[config.mk]
export PLATFORM = sky130hd
export DESIGN_NAME = udma_eth_tx_framer
export DESIGN_NICKNAME = d
export VERILOG_FILES = /design/src/rtl/udma_eth_pkg.sv /design/src/rtl/udma_eth_txf_outreg.sv /design/src/rtl/udma_eth_tx_framer.sv
export SDC_FILE = /design/constraint.sdc
export NUM_CORES = 1
export LEC_CHECK = 0
export ABC_AREA = 1
export BUFFER_PORTS_ARGS = -buffer_cell sky130_fd_sc_hd__buf_4
export CAP_MARGIN = 20
export CORE_AREA = 8 8 98 167
export CTS_CLUSTER_DIAMETER = 120
export CTS_CLUSTER_SIZE = 16
export DETAILED_ROUTE_END_ITERATION = 16
export DIE_AREA = 0 0 106 175
export GPL_TIMING_DRIVEN = 0
export PLACE_DENSITY = 0.75
export RECOVER_POWER = 50
export SLEW_MARGIN = 10
export SYNTH_ARGS = -nofsm -noshare
export SYNTH_HDL_FRONTEND = slang
export SYNTH_HIERARCHICAL = 1
export SYNTH_SLANG_ARGS = --single-unit
[constraint.sdc]
create_clock -name sys_clk_i -period 2.4 [get_ports sys_clk_i]
set_clock_uncertainty 0.2 [all_clocks]
set_input_delay 0.36 -clock sys_clk_i [delete_from_list [all_inputs] [get_ports sys_clk_i]]
set_output_delay 0.36 -clock sys_clk_i [all_outputs]
set_load 0.02 [all_outputs]
[src/rtl/udma_eth_pkg.sv]
// rtl/udma_eth_pkg.sv - shared types, limits and tail-mask helper for the uDMA Ethernet TX framer
package udma_eth_pkg;

  typedef enum logic [1:0] {
    ST_IDLE,
    ST_DATA,
    ST_PAD,
    ST_CLOSE
  } eth_txf_state_e;

  localparam int ETH_MIN_FRAME = 60;
  localparam int ETH_MAX_FRAME = 1514;

  // Keeps bytes below len within the last little-endian word; len%4==0 keeps all four.
  function automatic logic [31:0] tail_mask(input logic [1:0] len_lsb);
    case (len_lsb)
      2'd1:    tail_mask = 32'h0000_00FF;
      2'd2:    tail_mask = 32'h0000_FFFF;
      2'd3:    tail_mask = 32'h00FF_FFFF;
      default: tail_mask = 32'hFFFF_FFFF;
    endcase
  endfunction

endpackage

[src/rtl/udma_eth_txf_outreg.sv]
// rtl/udma_eth_txf_outreg.sv - single-entry output register with valid/ready handshake
module udma_eth_txf_outreg (
  input  logic        clk,
  input  logic        rst_n,
  input  logic        load,
  input  logic [31:0] next_data,
  input  logic        next_sof,
  input  logic        next_eof,
  input  logic [1:0]  next_bytes,
  input  logic        ready,
  output logic        can_load,
  output logic        valid,
  output logic [31:0] data,
  output logic        sof,
  output logic        eof,
  output logic [1:0]  bytes
);

  assign can_load = !valid || ready;

  // Payload fields only change on load, so they stay stable while stalled.
  always_ff @(posedge clk or negedge rst_n) begin
    if (!rst_n) begin
      valid <= 1'b0;
      data  <= '0;
      sof   <= 1'b0;
      eof   <= 1'b0;
      bytes <= '0;
    end else if (load) begin
      valid <= 1'b1;
      data  <= next_data;
      sof   <= next_sof;
      eof   <= next_eof;
      bytes <= next_bytes;
    end else if (ready) begin
      valid <= 1'b0;
    end
  end

endmodule

[src/rtl/udma_eth_tx_framer.sv]
// rtl/udma_eth_tx_framer.sv - frames the raw uDMA TX word stream into padded Ethernet frames
module udma_eth_tx_framer import udma_eth_pkg::*; #(
  parameter int TRANS_SIZE      = 16,
  parameter int MIN_FRAME_BYTES = ETH_MIN_FRAME,
  parameter int MAX_FRAME_BYTES = ETH_MAX_FRAME
) (
  input  logic                  sys_clk_i,
  input  logic                  rstn_i,
  input  logic [TRANS_SIZE-1:0] cfg_frame_len_i,
  input  logic                  cfg_start_i,
  input  logic                  cfg_abort_i,
  output logic                  busy_o,
  output logic                  done_o,
  output logic                  err_o,
  output logic [15:0]           frame_cnt_o,
  input  logic [31:0]           udma_tx_data_i,
  input  logic                  udma_tx_valid_i,
  output logic                  udma_tx_ready_o,
  output logic [31:0]           eth_tx_data_o,
  output logic                  eth_tx_valid_o,
  output logic                  eth_tx_sof_o,
  output logic                  eth_tx_eof_o,
  output logic [1:0]            eth_tx_bytes_o,
  input  logic                  eth_tx_ready_i
);

  localparam int CW = TRANS_SIZE - 1;
  typedef logic [TRANS_SIZE:0] ext_t;
  typedef logic [CW-1:0]       cnt_t;

  eth_txf_state_e state, state_next;
  cnt_t        data_words, total_words, loaded;
  logic [1:0]  len_lsb, eof_bytes;
  logic        close_loaded, done_q, err_q;
  logic [15:0] frame_cnt;

  ext_t len_ext, plen_ext;
  logic len_bad, start_ok;
  logic udma_take, eof_take, last_data, last_word;
  logic load, load_sof, load_eof, out_can_load;
  logic [31:0] load_data;
  logic [1:0]  load_bytes;

  assign len_ext  = {1'b0, cfg_frame_len_i};
  assign plen_ext = (len_ext < ext_t'(MIN_FRAME_BYTES)) ? ext_t'(MIN_FRAME_BYTES) : len_ext;
  assign len_bad  = (cfg_frame_len_i == '0) || (len_ext > ext_t'(MAX_FRAME_BYTES));
  assign start_ok = (state == ST_IDLE) && cfg_start_i && !cfg_abort_i;

  assign last_data = (loaded == data_words - 1'b1);
  assign last_word = (loaded == total_words - 1'b1);

  assign udma_tx_ready_o = (state == ST_DATA) && (loaded < data_words) && out_can_load;
  assign udma_take       = udma_tx_ready_o && udma_tx_valid_i;
  assign eof_take        = eth_tx_valid_o && eth_tx_ready_i && eth_tx_eof_o;

  always_comb begin
    load       = 1'b0;
    load_data  = '0;
    load_sof   = 1'b0;
    load_eof   = 1'b0;
    load_bytes = 2'b11;
    case (state)
      ST_DATA: if (udma_take) begin
        load      = 1'b1;
        load_data = last_data ? (udma_tx_data_i & tail_mask(len_lsb)) : udma_tx_data_i;
        load_sof  = (loaded == '0);
        load_eof  = last_word;
      end
      ST_PAD: if (out_can_load && (loaded != total_words)) begin
        load     = 1'b1;
        load_eof = last_word;
      end
      ST_CLOSE: if (out_can_load && !close_loaded) begin
        load     = 1'b1;
        load_eof = 1'b1;
      end
      default: ;
    endcase
    if (load_eof && (state != ST_CLOSE)) load_bytes = eof_bytes;
  end

  // A completed eof handshake beats a simultaneous abort; the frame is already whole.
  always_comb begin
    state_next = state;
    case (state)
      ST_IDLE:  if (start_ok && !len_bad) state_next = ST_DATA;
      ST_DATA, ST_PAD: begin
        if (eof_take)
          state_next = ST_IDLE;
        else if (cfg_abort_i)
          state_next = ((loaded == '0) && !udma_take) ? ST_IDLE : ST_CLOSE;
        else if ((state == ST_DATA) && udma_take && last_data && (total_words > data_words))
          state_next = ST_PAD;
      end
      ST_CLOSE: if (eof_take && close_loaded) state_next = ST_IDLE;
      default:  state_next = ST_IDLE;
    endcase
  end

  always_ff @(posedge sys_clk_i or negedge rstn_i) begin
    if (!rstn_i) begin
      state        <= ST_IDLE;
      data_words   <= '0;
      total_words  <= '0;
      loaded       <= '0;
      len_lsb      <= '0;
      eof_bytes    <= '0;
      close_loaded <= 1'b0;
      done_q       <= 1'b0;
      err_q        <= 1'b0;
      frame_cnt    <= '0;
    end else begin
      state  <= state_next;
      done_q <= 1'b0;
      err_q  <= 1'b0;
      if (start_ok) begin
        if (len_bad) begin
          err_q <= 1'b1;
        end else begin
          len_lsb      <= cfg_frame_len_i[1:0];
          data_words   <= cnt_t'((len_ext + ext_t'(3)) >> 2);
          total_words  <= cnt_t'((plen_ext + ext_t'(3)) >> 2);
          eof_bytes    <= plen_ext[1:0] - 2'd1;
          loaded       <= '0;
          close_loaded <= 1'b0;
        end
      end
      if (load) loaded <= loaded + 1'b1;
      if ((state == ST_CLOSE) && load) close_loaded <= 1'b1;
      if ((state != ST_IDLE) && (state_next == ST_IDLE)) begin
        if ((state != ST_CLOSE) && eof_take) begin
          done_q    <= 1'b1;
          frame_cnt <= frame_cnt + 16'd1;
        end else begin
          err_q <= 1'b1;
        end
      end
    end
  end

  assign busy_o      = (state != ST_IDLE);
  assign done_o      = done_q;
  assign err_o       = err_q;
  assign frame_cnt_o = frame_cnt;

  udma_eth_txf_outreg u_outreg (
    .clk        (sys_clk_i),
    .rst_n      (rstn_i),
    .load       (load),
    .next_data  (load_data),
    .next_sof   (load_sof),
    .next_eof   (load_eof),
    .next_bytes (load_bytes),
    .ready      (eth_tx_ready_i),
    .can_load   (out_can_load),
    .valid      (eth_tx_valid_o),
    .data       (eth_tx_data_o),
    .sof        (eth_tx_sof_o),
    .eof        (eth_tx_eof_o),
    .bytes      (eth_tx_bytes_o)
  );

endmodule

* Word-level counts from Yosys, hierarchy flattened
Index checks and enable logic that the tools add are counted.
** Word-level totals
- Register bits after elaboration :: 107
- Input bits :: 54
- Logic and storage cells :: 117
** Operators by class
- Add/subtract/negate cells :: 7
- Magnitude comparators :: 4
- Equal/unequal tests :: 12
- Muxes and demuxes :: 38
- Bitwise gates (word level) :: 2
- Reduce and logical (&&, ||, !) cells :: 39
** Operators with widths (count)
- two-way mux 32 bit :: 5
- one-hot mux 32 bit (3 select lines) :: 1
- two-way mux 15 bit :: 3
- adder 16 x 2 -> 17 bit, second input constant :: 2
- AND 32 bit :: 1
- equality test 15 bit :: 2
- subtractor 15 x 1 -> 15 bit, second input constant :: 2
- logical AND 1 bit :: 19
- two-way mux 1 bit :: 18
- adder 16 x 1 -> 16 bit, second input constant :: 1
- greater-than comparator 16 x 11 -> 1 bit, second input constant :: 1
- zero test 16 bit :: 1
- < comparator 16 x 6 -> 1 bit, second input constant :: 1
- two-way mux 16 bit :: 1
- adder 15 x 1 -> 15 bit, second input constant :: 1
- greater-than comparator 15 bit :: 1
- zero test 15 bit :: 1
- < comparator 15 bit :: 1
- inequality test 15 bit :: 1
- two-way mux 2 bit :: 7
- equality test 2 bit, second input constant :: 4
- AND reduction 2 bit :: 4
- nonzero test 2 bit :: 4
- one-hot mux 1 bit (3 select lines) :: 2
- other kinds (10) :: 18

* Depth between registers and ports, before layout
- Depth after elaboration :: 14
- Mapped depth :: 22
- Mapped depth without buffers :: 21

* Hierarchy
Netlist, hierarchy kept.
** Modules (own cells, without submodules)
- udma_eth_tx_framer :: times used 1, cells an instance 844, area each 5869.4 µm²
- udma_eth_txf_outreg :: times used 1, cells an instance 156, area each 1447.6 µm²

* Worst setup path before layout
No wires, ideal clock.
- Path type :: register to register
- From :: register data_words[6]
- To :: register frame_cnt[9] (netlist: frame_cnt_o[9])
- Arrival :: 2.254 ns
- Required time :: 2.082 ns
- Slack :: -0.171 ns
- Stages on the path, launching flop included :: 21
- Clock period less this slack :: 2.571 ns
- Path through :: dfrtp_1 -> inv_1 -> ha_1 -> a21o_1 -> nor2_1 -> nand2_1 -> nand2_1 -> nand2_1 -> nand2_1 -> nand3_1 -> nor2_1 -> nand3_2 -> nand2_1 -> nand2_1 -> nand2_1 -> nand2_2 -> nand2_4 -> nand3_4 -> buf_6 -> nand2_1 -> nand2_1
** On the way
- Cells in the longest elaborated chain, start to end :: 14
- Elaborated cells between the ends (all ways) :: 20
** Ends and longest elaborated chain
- start, declared :: RTL line udma_eth_tx_framer.sv:32 : cnt_t data_words, total_words, loaded;
- start signal, assigned :: RTL line udma_eth_tx_framer.sv:121 : data_words <= cnt_t'((len_ext + ext_t'(3)) >> 2);
- parallel branches: the longest is 8 deep, another holds subtractor 15 x 1 -> 15 bit
- two-way mux 2 bit * :: RTL line udma_eth_tx_framer.sv:90 : else if (cfg_abort_i)
- two-way mux 2 bit * :: RTL line udma_eth_tx_framer.sv:88 : if (eof_take)
- one-hot mux 2 bit (3 select lines) * :: RTL line udma_eth_tx_framer.sv:85 : case (state)
- zero test 2 bit * :: RTL line udma_eth_tx_framer.sv:130 : if ((state != ST_IDLE) && (state_next == ST_IDLE)) begin
- logical AND 1 bit * :: RTL line udma_eth_tx_framer.sv:130
- AND reduction 2 bit (no line) *
- end signal, assigned :: RTL line udma_eth_tx_framer.sv:133 : frame_cnt <= frame_cnt + 16'd1;
- end, declared :: RTL line udma_eth_tx_framer.sv:35 : logic [15:0] frame_cnt;
Mark *: on every way between the ends.
A chain may end at the register's enable or synchronous reset.

* Worst setup path after layout
- From :: register data_words[2]
- To :: register frame_cnt[12] (netlist: frame_cnt_o[12])
The elaborated chain is that of the path after synthesis.

==> results by group <==
Power
  • Peak supply drop: 794 uV
  • Static Leak: between 5 and 6 nW
  • PD cells: about 990 mW/mm^2

Clocking
  • Sink count of the clock tree: around 110
  • Root Buffer Master: clkbuf_16
  • CTS tree: yes
  • Latest clock arrival within the worst-skew pair: between 300 and 400 ps
  • H-Tree Level Count: 3
  • Maximum root-to-sink buffer count: 2
  • TritonCTS buffer count: 9
  • Clock slew at reported path FFs: 70 ps

Synth
  • Post-synth design cell area: 0.00732 sq mm
  • Post-synthesis net count: 1,097
  • Area fraction in compound gates after synthesis: 0.0650
  • Post-synthesis simple-gate area fraction: 0.330
  • Number of enable-type register cells in the synthesized netlist: 0
  • Count of warnings emitted by yosys: 6
  • Post-Synthesis Cells: 1,000
  • Async set-reset flop share out of synthesis: 1.00
  • Netlist cell types: 50
  • Xor and xnor fraction of the mapped netlist area: 0.0716
  • Share of synthesized area spent on multiplexers: 0
  • Leading register cell type out of synthesis: dfrtp_1
  • Combinational family with the most area after synthesis: simple AND/OR/NAND/NOR gates
  • Sequential element share of the synthesized area: 0.366
  • Mean cell area of the mapped netlist: about 7.3 sq um
  • Post-synthesis adder-cell area fraction: 0.0735
  • Synth Register Bits: 107

Route
  • Routed Antenna Nets: 0
  • TritonRoute pass-1 iters: 5
  • Total length of routed wires: 23,400 um
  • DRC Markers: 0
  • Vias post-DR: 7,402
  • Number of DRC markers in iteration 0: between 300 and 400
  • Drt wl/cell: 17.0 um
  • Routed via count divided by cell count: 5.39

Timing
  • Worst hold slack after final layout: 73.9 ps
  • Number of setup violations in the final report: 73
  • Max-slew violation total from the final report: 0
  • Highest achievable clock rate: roughly 360 MHz
  • Actual transition at the worst max-transition pin: 1130 ps
  • Worst setup slack after layout: -399 ps
  • Portion of the clock cycle consumed by the worst path in the final layout: 1.17
  • Tightest slew margin relative to the limit: 0.246
  • Hold Vio Cnt, Final: 0
  • Tmin final: approximately 2800 ps
  • RSZ-0062 raised after global routing: true

Layout
  • Final Instance Count excl. Fillers: roughly 1,400
  • Number of nets in the final layout: 1,286
  • Final Instance Area: 0.0100 sq mm
  • Area growth, synth to finish: 36.9%
  • Number of diodes: 0
  • Most common library cell in the layout ignoring fill and taps: nand2_1
  • Core utilization of the finished layout: 0.708
  • Filler cells: 1,110
  • Most used cells in the layout excluding fill and tap cells: nand2_1 (259), buf_4 (152), inv_1 (119)
  • Fraction of layout instances using a drive strength above 1: 0.312

Critical path
  • Type of origin of the critical path: flip-flop
  • Terminus of the critical flop-to-flop path: frame_cnt_o[12]$_DFFE_PN0P_
  • Cell-by-cell trace of the critical path: inv_2 -> buf_4 -> ha_4 -> nand2_2 -> nor2_1 -> nand4_1 -> nor4_4 -> nor2_4 -> nand3_2 -> nand2_1 -> nand2_1 -> nand2_2 -> a21oi_4 -> nand3_4 -> buf_6 -> nand2_1 -> nand2_1
  • Worst EP required: 2450 ps
  • Slowest-stage cell, CP: dfrtp_1
  • Type of the worst setup path: flip-flop to flip-flop
  • Critical Path Fanout Max: 5
  • Critical path's most frequent cell: nand2_1
  • CP peak stage delay: 380 ps
  • Minimum setup slack among reg-to-reg paths: -400 ps
  • Worst reg2reg startpoint: data_words[2]$_DFFE_PN0P_
  • Count of cells along the worst register-to-register path: 17
  • Worst endpoint data arrival time: 2840 ps
  • Critical Path End Type: flip-flop

Die
  • Die width: 106 um
  • Core box area: 0.0142 sq mm
  • Die ar.: 0.0186 sq mm
  • Io pins: approximately 110
  • Num rows: 58
  • Height of the chip: 175 um
  • Initial core utilization: 0.517

Status
  • Violations in the final reports: negative setup slack
  • Result of the run: complete, but fails checks

Place
  • Worst slack, placed: -969 ps
  • Area after detailed placement: 0.00843 sq mm
  • HPWL after DPL: 15,900 um
  • Routability congestion estimate: 0.904
  • Placed cell count: 1,290
  • I/O Buffers: between 100 and 150

Global routing
  • Overall fraction of global-route tracks in use: 0.242
  • Pin count of the biggest net entering global routing: 108
  • Wire length of the first global-routing pass: between 30,000 and 40,000 um
  • Initial antenna violation count: 0
  • Vias in the first global route: about 7,500
  • Remaining global-route overflow: 0

Worst hold path
  • Cell depth of the worst min-delay path: 3
  • Hold Crit Class: input port to flip-flop
  • Sink of the worst hold path: len_lsb[1]$_DFFE_PN0P_
  • Hold path startpoint: cfg_frame_len_i[1]

Flow run
  • Max Cap Viol: 0
-- cell type report --
cell class              count  area, sq um  share of cell area
multi-input cells         731         4490               0.448
flip-flops and latches    107         2690               0.269
repair buffers            176         1500               0.150
inverters                 137          541              0.0540
plain buffers              26          240              0.0240
clock buffers              10          229              0.0229
well taps                 180          225              0.0225
clock inverters             6         96.3             0.00962
repair inverters            1         6.26            0.000625
-- kinds of logic (layout without fill, tap and decap cells) --
logic type      after synthesis  count (layout)
compound gates               80              80
xor+xnor                     59              59
fa+ha+maj                    43              43
buf+inv                     163             356
flops                       107             107
simple gates                548             549
-- metal layers --
layer / up-vias / GRT usage / part of all wire
met5: - / 0 / 0
met4: 0 / 0.188 / 0.076
met3: 128 / 0.0468 / 0.044
met2: 283 / 0.447 / 0.55
met1: 3429 / 0.224 / 0.33
li1: 3562 / - / -
-- sequential cells by signal, indices dropped and copies added, names as in the netlist --
| signal | count |
|---|---|
| state | 2 |
| close_loaded | 1 |
| len_lsb | 2 |
| data_words | 15 |
| u_outreg/eof | 1 |
| u_outreg/bytes | 2 |
| done_o | 1 |
| u_outreg/valid | 1 |
| loaded | 15 |
| err_o | 1 |
| total_words | 15 |
| u_outreg/sof | 1 |
| frame_cnt_o | 16 |
| eof_bytes | 2 |
| u_outreg/data | 32 |
-- worst max-delay path: cells and delay by family, from the launching register on --
| family | cells | cell delay [ps] |
|---|---|---|
| and+or+nand+nor | 12 | 1190 |
| buffers and inverters | 3 | 420 |
| DFF | 1 | 380 |
| adders and majority gates | 1 | 270 |
| AOI/OAI and AO/OA | 1 | 210 |
-- worst max path at each step --
stage / startpoint / endpoint / cells past startpoint
2_1_floorplan: data_words[6]$_DFFE_PN0P_ / frame_cnt_o[9]$_DFFE_PN0P_ / 20
3_3_place_gp: data_words[6]$_DFFE_PN0P_ / loaded[11]$_DFFE_PN0P_ / 14
3_5_place_dp: data_words[6]$_DFFE_PN0P_ / loaded[11]$_DFFE_PN0P_ / 14
4_1_cts: data_words[6]$_DFFE_PN0P_ / frame_cnt_o[14]$_DFFE_PN0P_ / 20
5_1_grt: data_words[12]$_DFFE_PN0P_ / frame_cnt_o[13]$_DFFE_PN0P_ / 16
6_report: data_words[2]$_DFFE_PN0P_ / frame_cnt_o[12]$_DFFE_PN0P_ / 17
-- report_power, final --
part	switching, W	internal (W)	leakage, nW
Combinational	0.00310	0.00257	3.78
Sequential	0.000390	0.00218	1.41
Clock	0.000732	0.000930	0.155
Total	0.00422	0.00567	5.34
-- synth_stat cells, drive strengths merged, types with 4 or more instances --
library cell | number | share of area
xor2 | 32 | 0.038
nand3 | 77 | 0.056
o31ai | 4 | 0.0041
nor3 | 15 | 0.010
nand2 | 326 | 0.17
a21oi | 21 | 0.016
dfrtp | 107 | 0.37
a31oi | 4 | 0.0034
buf | 16 | 0.017
o22ai | 8 | 0.0068
nor4 | 7 | 0.0068
ha | 43 | 0.074
o21ai | 33 | 0.023
xnor2 | 27 | 0.033
nand4 | 29 | 0.025
nor2 | 85 | 0.051
inv | 136 | 0.071
clkbuf | 10 | 0.0055
-- what timing repair did --
item,CTS,global route
pin swaps,27,12
hold buffers,1,0
setup buffers,38,18
gates cloned,9,1
hold endpoints to repair,55,0
resized for setup,120,69
setup endpoints to repair,81,78
-- stage by stage --
stage / setup TNS, ps / power (W)
after floorplan: -1140 / 0.00513
after global placement: -56700 / 0.00634
after detailed placement: -55920 / 0.00640
after CTS: -13280 / 0.00940
after global routing: -33710 / 0.0104
final: -20510 / 0.00989
Note: power is estimated with default switching activity, not from simulation.
